==> config.mk <==
export PLATFORM = sky130hd
export DESIGN_NAME = fifo_generator
export DESIGN_NICKNAME = d
export VERILOG_FILES = /design/src/rtl/fifo_pkg.sv /design/src/rtl/fifo_ram_sdp.sv /design/src/rtl/fifo_generator.sv
export SDC_FILE = /design/constraint.sdc
export NUM_CORES = 1
export LEC_CHECK = 0
export CAP_MARGIN = 20
export CORE_MARGIN = 2
export CORE_UTILIZATION = 30
export CTS_CLUSTER_SIZE = 24
export DETAILED_ROUTE_END_ITERATION = 10
export SLEW_MARGIN = 20
export SYNTH_ARGS = -nofsm -noshare
export SYNTH_HDL_FRONTEND = slang
export SYNTH_HIERARCHICAL = 1
export SYNTH_SLANG_ARGS = --single-unit
==> constraint.sdc <==
create_clock -name clk -period 2.9 [get_ports clk]
set_input_delay 0.58 -clock clk [delete_from_list [all_inputs] [get_ports clk]]
set_output_delay 0.58 -clock clk [all_outputs]
set_load 0.005 [all_outputs]
==> src/rtl/fifo_pkg.sv <==
// Shared constants and helpers for the synchronous FIFO.
//   DefDataWidth / DefDepth : default geometry of fifo_generator
//   clog2()                 : pointer index width for a given depth
package fifo_pkg;

  localparam int unsigned DefDataWidth = 4;
  localparam int unsigned DefDepth     = 16;

  // Smallest w such that 2**w >= n; returns at least 1.
  function automatic int unsigned clog2(input int unsigned n);
    int unsigned w;
    w = 1;
    while ((32'd1 << w) < n) begin
      w = w + 1;
    end
    return w;
  endfunction

endpackage

==> src/rtl/fifo_ram_sdp.sv <==
// Simple dual-port RAM, Depth x DataWidth.
//   clk_i   : clock
//   rst_i   : synchronous active-high reset (clears the read register only)
//   we_i    : write enable; wdata_i stored at waddr_i
//   re_i    : read enable; rdata_o <= mem[raddr_i] on the next edge
//   rdata_o : registered read data, holds when re_i is low
module fifo_ram_sdp #(
  parameter int unsigned DataWidth = 4,
  parameter int unsigned Depth     = 16,
  parameter int unsigned AddrWidth = 4
) (
  input  logic                 clk_i,
  input  logic                 rst_i,
  input  logic                 we_i,
  input  logic [AddrWidth-1:0] waddr_i,
  input  logic [DataWidth-1:0] wdata_i,
  input  logic                 re_i,
  input  logic [AddrWidth-1:0] raddr_i,
  output logic [DataWidth-1:0] rdata_o
);

  logic [DataWidth-1:0] mem_q [Depth];
  logic [DataWidth-1:0] rdata_q;

  // Storage is not reset; only valid words are ever read back.
  always_ff @(posedge clk_i) begin
    if (we_i) begin
      mem_q[waddr_i] <= wdata_i;
    end
  end

  always_ff @(posedge clk_i) begin
    if (rst_i) begin
      rdata_q <= '0;
    end else if (re_i) begin
      rdata_q <= mem_q[raddr_i];
    end
  end

  assign rdata_o = rdata_q;

endmodule

==> src/rtl/fifo_generator.sv <==
// Single-clock standard-mode (non-FWFT) synchronous FIFO.
//   clk   : clock, rising edge
//   rst   : synchronous active-high reset
//   din   : write data, taken when wr_en and not full
//   wr_en : write request
//   rd_en : read request, data appears on dout one cycle later
//   dout  : registered read data, holds when no read is accepted
//   full  : DEPTH words stored (registered)
//   empty : zero words stored (registered)
module fifo_generator
  import fifo_pkg::*;
#(
  parameter int unsigned DATA_WIDTH = DefDataWidth,
  parameter int unsigned DEPTH      = DefDepth
) (
  input  logic                  clk,
  input  logic                  rst,
  input  logic [DATA_WIDTH-1:0] din,
  input  logic                  wr_en,
  input  logic                  rd_en,
  output logic [DATA_WIDTH-1:0] dout,
  output logic                  full,
  output logic                  empty
);

  localparam int unsigned ADDR_WIDTH = clog2(DEPTH);
  localparam logic [ADDR_WIDTH:0] DepthCnt = (ADDR_WIDTH + 1)'(DEPTH);

  logic [ADDR_WIDTH-1:0] wr_ptr_q, wr_ptr_d;
  logic [ADDR_WIDTH-1:0] rd_ptr_q, rd_ptr_d;
  logic [ADDR_WIDTH:0]   count_q, count_d;
  logic                  full_q, full_d;
  logic                  empty_q, empty_d;
  logic                  wr_acc, rd_acc;

  // Acceptance uses the registered flags, i.e. the state before the edge.
  assign wr_acc = wr_en & ~full_q;
  assign rd_acc = rd_en & ~empty_q;

  always_comb begin
    wr_ptr_d = wr_ptr_q;
    rd_ptr_d = rd_ptr_q;
    count_d  = count_q;
    if (wr_acc) begin
      wr_ptr_d = wr_ptr_q + 1'b1;
    end
    if (rd_acc) begin
      rd_ptr_d = rd_ptr_q + 1'b1;
    end
    unique case ({wr_acc, rd_acc})
      2'b10:   count_d = count_q + 1'b1;
      2'b01:   count_d = count_q - 1'b1;
      default: count_d = count_q;
    endcase
    full_d  = (count_d == DepthCnt);
    empty_d = (count_d == '0);
  end

  always_ff @(posedge clk) begin
    if (rst) begin
      wr_ptr_q <= '0;
      rd_ptr_q <= '0;
      count_q  <= '0;
      full_q   <= 1'b0;
      empty_q  <= 1'b1;
    end else begin
      wr_ptr_q <= wr_ptr_d;
      rd_ptr_q <= rd_ptr_d;
      count_q  <= count_d;
      full_q   <= full_d;
      empty_q  <= empty_d;
    end
  end

  // Reset must also block the RAM ports so no write lands during reset.
  fifo_ram_sdp #(
    .DataWidth (DATA_WIDTH),
    .Depth     (DEPTH),
    .AddrWidth (ADDR_WIDTH)
  ) u_ram (
    .clk_i   (clk),
    .rst_i   (rst),
    .we_i    (wr_acc & ~rst),
    .waddr_i (wr_ptr_q),
    .wdata_i (din),
    .re_i    (rd_acc & ~rst),
    .raddr_i (rd_ptr_q),
    .rdata_o (dout)
  );

  assign full  = full_q;
  assign empty = empty_q;

endmodule

==> metrics.md, run 1 <==
| Metric | Value |
|---|---|
| Flops & latches, synth | 83 |
| Ys flop type | edfxtp_1 |
| Final Hold Viols | 0 |
| Final instance area | 4160 µm² |
| Io pins | 14 |
| Initial antenna violation count | 0 |
| DIE WIDTH | 112 µm |
| Top cell type's share of synthesized area | 54.6% |
| Via count | 2069 |
| CTS max path bufs | 2 |
| Synth async-reset ratio | 0% |
| R2R Path Start | full |
| Layout Area Growth over Synthesis | 18.2% |
| Final setup viols | 0 |
| Die area | approximately 13000 µm² |
| Status | finished, final reports clean |
| Req. time, crit path | 3.13 ns |
| Count leader, synth | edfxtp_1 |
| R2R Setup Slk | 0.69 ns |
| Starting DRT DRC Count | 100 |
| Arr. time, crit path | 2.82 ns |
| Placement Cell Area | 3840 µm² |
| Rows | 39 |
| Initial Util | a little under a third |
| First-pass GRT wire length | between 10000 and 15000 µm |
| Max Clock Freq | 385 MHz |
| Hold path endpoint | u_ram/rdata_o[2] |
| Tightest Hold Check Type | flop to flop |
| Vias per inst | 4.72 |
| Main area contributors after synthesis | edfxtp_1, dfxtp_1, mux2i_1, nor2_1, nand2_1 |
| Reg-to-reg endpoint | full |
| Final Net Count | around 300 |
| Skew final | 0.00778 ns |
| Pleak | 1.36 nW |
| Total GRT Usage | about 11% |
| Fin util | 36.4% |
| Diode count | 0 |
| H-tree depth | 3 |
| Core ar. | 11400 µm² |
| Antenna Nets Post-Route | 0 |
| DRC | 0 |
| Post-DP HPWL | between 4000 and 5000 µm |
| Max FO, Critical Path | 3 |
| Vias in the first global route | 2017 |
| Synth warn | 6 |
| CTS Buf Count | 9 |
| Fin. max-slew vios | 0 |
| Max-cap violations | 0 |
| Hold-fix buffer count after cts | 0 |
| Grt ovf | 0 |
| Final WL | 6630 µm |
| Mapped Nets | between 200 and 300 |
| Cells after Synth | 264 |
| Clock latency on the worst-skew pair | 0.33 ns |
| Clock tree root driver cell | clkbuf_16 |
| Clock transition at the registers of the reported paths | 0.06 ns |
| Avg Inst Size Synth | 13.3 µm² |
| WL/cell | ~15 µm |
| Min cycle time layout | 2.60 ns |
| Tot Pwr | 2.86 mW |
| Register-to-Register Path Depth | 10 |
| Share of post-route cells with drive strength above 1 | 10.2% |
| Final hold slack | roughly 0.46 ns |
| Synth area leader | edfxtp_1 |
| Post-CTS Setup Bufs | 0 |
| Peak supply drop | roughly 0.37 mV |
| Final Cycle Share | 89.5% |
| Synth unique cells | 38 |
| Die height | 112 µm |
| CTS tree | yes |
| Largest net degree at the start of global routing | 20 |
| PD cells | 686 nW/µm² |
| CTS Sinks | 83 |
| Worst hold path depth | 2 |
| Tightest Pin Transition | 0.657 ns |
| Mapped Area | 3520 µm² |
| RSZ-0062 raised after global routing | no |
| Number of flops mapped to enable cells by yosys | 64 |
| First drt pass iteration count | 4 |
| Hold path startpoint | u_ram/rdata_o[2] |
| CTS-repair resized insts | 0 |
| Rel. slew slack | 56.1% |
| Leading cell types by count after synthesis | edfxtp_1, mux2i_1, nor2_1, nand2_1, dfxtp_1 |
| CP endpoint kind | flop |
| GP Congestion | 0.787 |
| Critical setup path kind | input port to flop |
| Setup crit start kind | input port |
| I/O Buffers | 13 |
| Sequential area share after synthesis | 65.4% |
flip-flops by register name, indices dropped and copies added, names as in the netlist:
signal and flops:
wr_ptr_q 4, u_ram/rdata_o 4, count_q 5, full 1, empty 1, u_ram/mem_q 64
rd_ptr_q 4
logic make-up (layout without fill, tap and decap cells):
kind of cell | count (synthesis) | count (layout) | share of synthesized area [%]
flip-flops | 83 | 83 | 65.4
buffers and inverters | 14 | 45 | 2.70
XOR/XNOR | 10 | 10 | 2.49
multiplexers | 35 | 35 | 9.95
AO/OA/AOI/OAI | 26 | 26 | 4.97
AND/OR/NAND/NOR | 91 | 91 | 12.8
adder cells (fa/ha/maj) | 5 | 5 | 1.78
layout by cell type (no fill, tap or decap), drive strengths merged, types with 3 or more instances in the layout:
master / instances
nor2: 26
dfxtp: 19
mux2i: 35
a21oi: 9
nor2b: 7
nor3: 5
nand4: 6
clkdlybuf4s50: 13
nand2: 24
ha: 5
edfxtp: 64
nand3: 10
buf: 12
a22oi: 8
xor2: 6
nand3b: 3
inv: 5
xnor2: 4
clkbuf: 12
critical path, cell delays in order:
cell	delay, ns
clkdlybuf4s50_1	0.44
nor2b_1	0.15
inv_1	0.07
ha_1	0.22
xor2_1	0.17
ha_1	0.22
a21oi_1	0.21
o221ai_1	0.19
nand3_1	0.11
xor2_1	0.23
and4bb_1	0.24
through the flow:
step / std cells / setup slack (ns) / TNS, ns
4_1_cts: 438 / 0.329 / 0
6_report: 438 / 0.303 / 0
2_1_floorplan: 264 / 0.341 / 0
5_1_grt: 438 / 0.159 / 0
3_5_place_dp: 422 / -0.0276 / -0.0276
3_3_place_gp: 422 / 0.0616 / 0
per-layer routing:
metal | wire (µm) | GRT usage, % | up-vias
li1 | - | - | 1030
met1 | 3110 | 14.4 | 995
met2 | 3150 | 17.1 | 27
met3 | 144 | 2.65 | 17
met4 | 221 | 6.42 | 0
met5 | 0 | 0 | -
worst max-delay path by stage:
| stage | from | to | cells past startpoint |
|---|---|---|---|
| after floorplan | wr_en | full | 10 |
| after global placement | wr_en | full | 11 |
| after detailed placement | wr_en | full | 11 |
| after CTS | wr_en | full | 11 |
| after global routing | wr_en | full | 11 |
| final | wr_en | full | 11 |
area by class of cell:
cell class	instances	area, µm²
fill	1137	7260
sequential	83	2300
inverter	4	15.0
multi-input combinational	167	1120
clock inverter	4	72.6
timing repair buffer	25	220
clock buffer	12	246
tap	143	179
report_power, final:
| part | internal, mW | switching (mW) | leakage (nW) |
|---|---|---|---|
| clock | 0.778 | 0.425 | 0.155 |
| combinational | 0.129 | 0.159 | 0.470 |
| sequential | 1.32 | 0.0457 | 0.732 |
| total | 2.23 | 0.629 | 1.36 |
Note: power is estimated with default switching activity, not from simulation.
==> inputs of run 2 (changes only) <==
--- a/config.mk
+++ b/config.mk
@@ -7,9 +7,11 @@
 export LEC_CHECK = 0
 export CAP_MARGIN = 20
 export CORE_MARGIN = 2
-export CORE_UTILIZATION = 30
+export CORE_UTILIZATION = 55
 export CTS_CLUSTER_SIZE = 24
 export DETAILED_ROUTE_END_ITERATION = 10
+export PLACE_DENSITY = 0.73
+export SKIP_LAST_GASP = 1
 export SLEW_MARGIN = 20
 export SYNTH_ARGS = -nofsm -noshare
 export SYNTH_HDL_FRONTEND = slang
==> run 2 against run 1 <==
Against the previous run: combinational power down 2%; clock power down 39%; worst setup slack gained 0.028 ns; maximum frequency rose by 1.1%; first-iteration DRC count up 46%; critical path type unchanged; highest routed layer unchanged; hold slack better by 0.0039 ns.
==> metrics.md, run 2 (synthesis gave the netlist of run 1 again) <==
| Metric | Value |
|---|---|
| Status | finished, final reports clean (unchanged) |
| Final hold slack | 0.461 ns (was 0.457 ns) |
| CTS-repair resized insts | 0 (unchanged) |
| Final Net Count | 304 (was 303) |
| R2R Setup Slk | 0.72 ns (was 0.69 ns) |
| Reg-to-reg endpoint | full (unchanged) |
| Initial antenna violation count | 0 (unchanged) |
| Worst path cell trace | clkdlybuf4s50_1, nor2b_1, inv_1, ha_1, xor2_1, ha_1, a21oi_1, o221ai_1, nand3_1, xor2_1, and4bb_1 (unchanged) |
| Tightest Hold Check Type | flop to flop (unchanged) |
| Post-DP HPWL | 4390 µm (was 4660 µm) |
| Peak supply drop | 0.503 mV (was 0.373 mV) |
| Max Clock Freq | 389 MHz (was 385 MHz) |
| Final Cycle Share | 88.6% (was 89.5%) |
| H-tree depth | 3 (unchanged) |
| Min cycle time layout | 2.57 ns (was 2.60 ns) |
| Hold-fix buffer count after cts | 0 (unchanged) |
| Io pins | 14 (unchanged) |
| Top reg by flops | u_ram/mem_q (unchanged) |
| Clock latency on the worst-skew pair | 0.34 ns (was 0.33 ns) |
| Max FO, Critical Path | 3 (unchanged) |
| Max stage delay on crit path | 0.44 ns (about the same) |
| DRC | 0 (unchanged) |
| Clock transition at the registers of the reported paths | 0.09 ns (was 0.06 ns) |
| RSZ-0062 raised after global routing | no (unchanged) |
| Initial Util | 56.1% (was 30.8%) |
| Crit-path slowest cell | clkdlybuf4s50_1 (unchanged) |
| Vias per inst | 5.54 (was 4.72) |
| Final Hold Viols | 0 (unchanged) |
| Max-cap violations | 0 (unchanged) |
| Antenna Nets Post-Route | 0 (unchanged) |
| I/O Buffers | 13 (unchanged) |
| Setup crit start kind | input port (unchanged) |
| Diode count | 0 (unchanged) |
| Layout Area Growth over Synthesis | 12.0% (was 18.2%) |
| Hold path endpoint | u_ram/rdata_o[0] (was u_ram/rdata_o[2]) |
| CTS Sinks | 83 (unchanged) |
| Req. time, crit path | 3.13 ns (about the same) |
| Final setup viols | 0 (unchanged) |
| PD cells | 601 nW/µm² (was 686 nW/µm²) |
| CTS max path bufs | 2 (unchanged) |
| CP endpoint kind | flop (unchanged) |
| Pleak | 1.29 nW (was 1.36 nW) |
| CTS tree | yes (unchanged) |
| First-pass GRT wire length | 10400 µm (was 10600 µm) |
| Die height | 84.0 µm (was 112 µm) |
| Vias in the first global route | 2121 (was 2017) |
| Grt ovf | 0 (unchanged) |
| Register-to-Register Path Depth | 10 (unchanged) |
| CTS Buf Count | 9 (unchanged) |
| Most frequent cells in the layout | edfxtp_1, mux2i_1, nor2_1 (unchanged) |
| Rel. slew slack | 54.9% (was 56.1%) |
| Skew final | 0.00848 ns (was 0.00778 ns) |
| Tightest Pin Transition | 0.675 ns (was 0.657 ns) |
| Largest net degree at the start of global routing | 20 (unchanged) |
| Worst hold path depth | 2 (unchanged) |
| Placed cells | 357 (was 422) |
| Starting DRT DRC Count | 146 (was 100) |
| Critical setup path kind | input port to flop (unchanged) |
| WL/cell | 16.8 µm (was 15.1 µm) |
| Die area | 7060 µm² (was 12600 µm²) |
| DIE WIDTH | 84.0 µm (was 112 µm) |
| R2R Path Start | full (unchanged) |
| Post-CTS Setup Bufs | 0 (unchanged) |
| Commonest non-fill, non-tap cell in the layout | edfxtp_1 (unchanged) |
| Largest regs | u_ram/mem_q x64, count_q x5 (unchanged) |
| Arr. time, crit path | 2.80 ns (was 2.82 ns) |
| Max reg flops | 64 (unchanged) |
| Core ar. | 6280 µm² (was 11400 µm²) |
| Hold path startpoint | u_ram/rdata_o[0] (was u_ram/rdata_o[2]) |
| Total GRT Usage | 19.5% (was 11.1%) |
| Share of post-route cells with drive strength above 1 | 11.1% (was 10.2%) |
| Rows | 29 (was 39) |
| Fin. max-slew vios | 0 (unchanged) |
| Non-Filler Instances | 373 (was 438) |
| First drt pass iteration count | 4 (unchanged) |
| Clock tree root driver cell | clkbuf_8 (was clkbuf_16) |
| Via count | 2066 (was 2069) |
| Final WL | 6280 µm (was 6630 µm) |
| GP Congestion | 0.834 (was 0.787) |
[run 2: worst max path at each step]
stage,start,endpoint,cells past startpoint
floorplan,wr_en,full,10
global placement,wr_en,full,11
detailed placement,wr_en,full,11
CTS,wr_en,full,11
global route,wr_en,full,11
finish,wr_en,full,11
[run 2: worst max-delay path, delay by kind of cell]
kind | cells | cell delay, ns
and+or+nand+nor | 3 | 0.49
buffers and inverters | 2 | 0.52
AOI/OAI and AO/OA | 2 | 0.38
adders and majority gates | 2 | 0.44
xor gates and xnor gates | 2 | 0.39
[run 2: layout make-up]
| cell class | count | area [µm²] |
|---|---|---|
| fill | 473 | 2330 |
| sequential | 83 | 2300 |
| multi-input combinational | 167 | 1120 |
| timing repair buffer | 26 | 228 |
| clock buffer | 10 | 128 |
| tap | 77 | 96.3 |
| clock inverter | 6 | 48.8 |
| inverter | 4 | 15.0 |
[run 2: per-stage QoR]
step | setup TNS, ns | instance area (µm²) | power (mW) | setup slack (ns) | utilization [%]
after floorplan | 0 | 3520 | 1.56 | 0.341 | -
after global placement | 0 | 3770 | 1.66 | 0.0650 | 60.0
after detailed placement | -0.0125 | 3770 | 1.67 | -0.0125 | 60.0
after CTS | 0 | 3940 | 2.39 | 0.345 | 62.8
after global routing | 0 | 3940 | 2.48 | 0.132 | 62.8
final | 0 | 3940 | 2.37 | 0.331 | 62.8
[run 2: metal layers]
| layer | global-route usage (%) | wire (µm) |
|---|---|---|
| met3 | 3.26 | 286 |
| met2 | 30.5 | 2950 |
| met4 | 9.97 | 169 |
| met5 | 0 | 0 |
| met1 | 26.3 | 2870 |
[run 2: report_power, final]
part	internal (mW)	total (mW)	switching (mW)	leakage [nW]
registers	1.32	1.36	0.0434	0.732
logic	0.129	0.283	0.154	0.475
clock network	0.318	0.726	0.408	0.0795
total	1.76	2.37	0.605	1.29
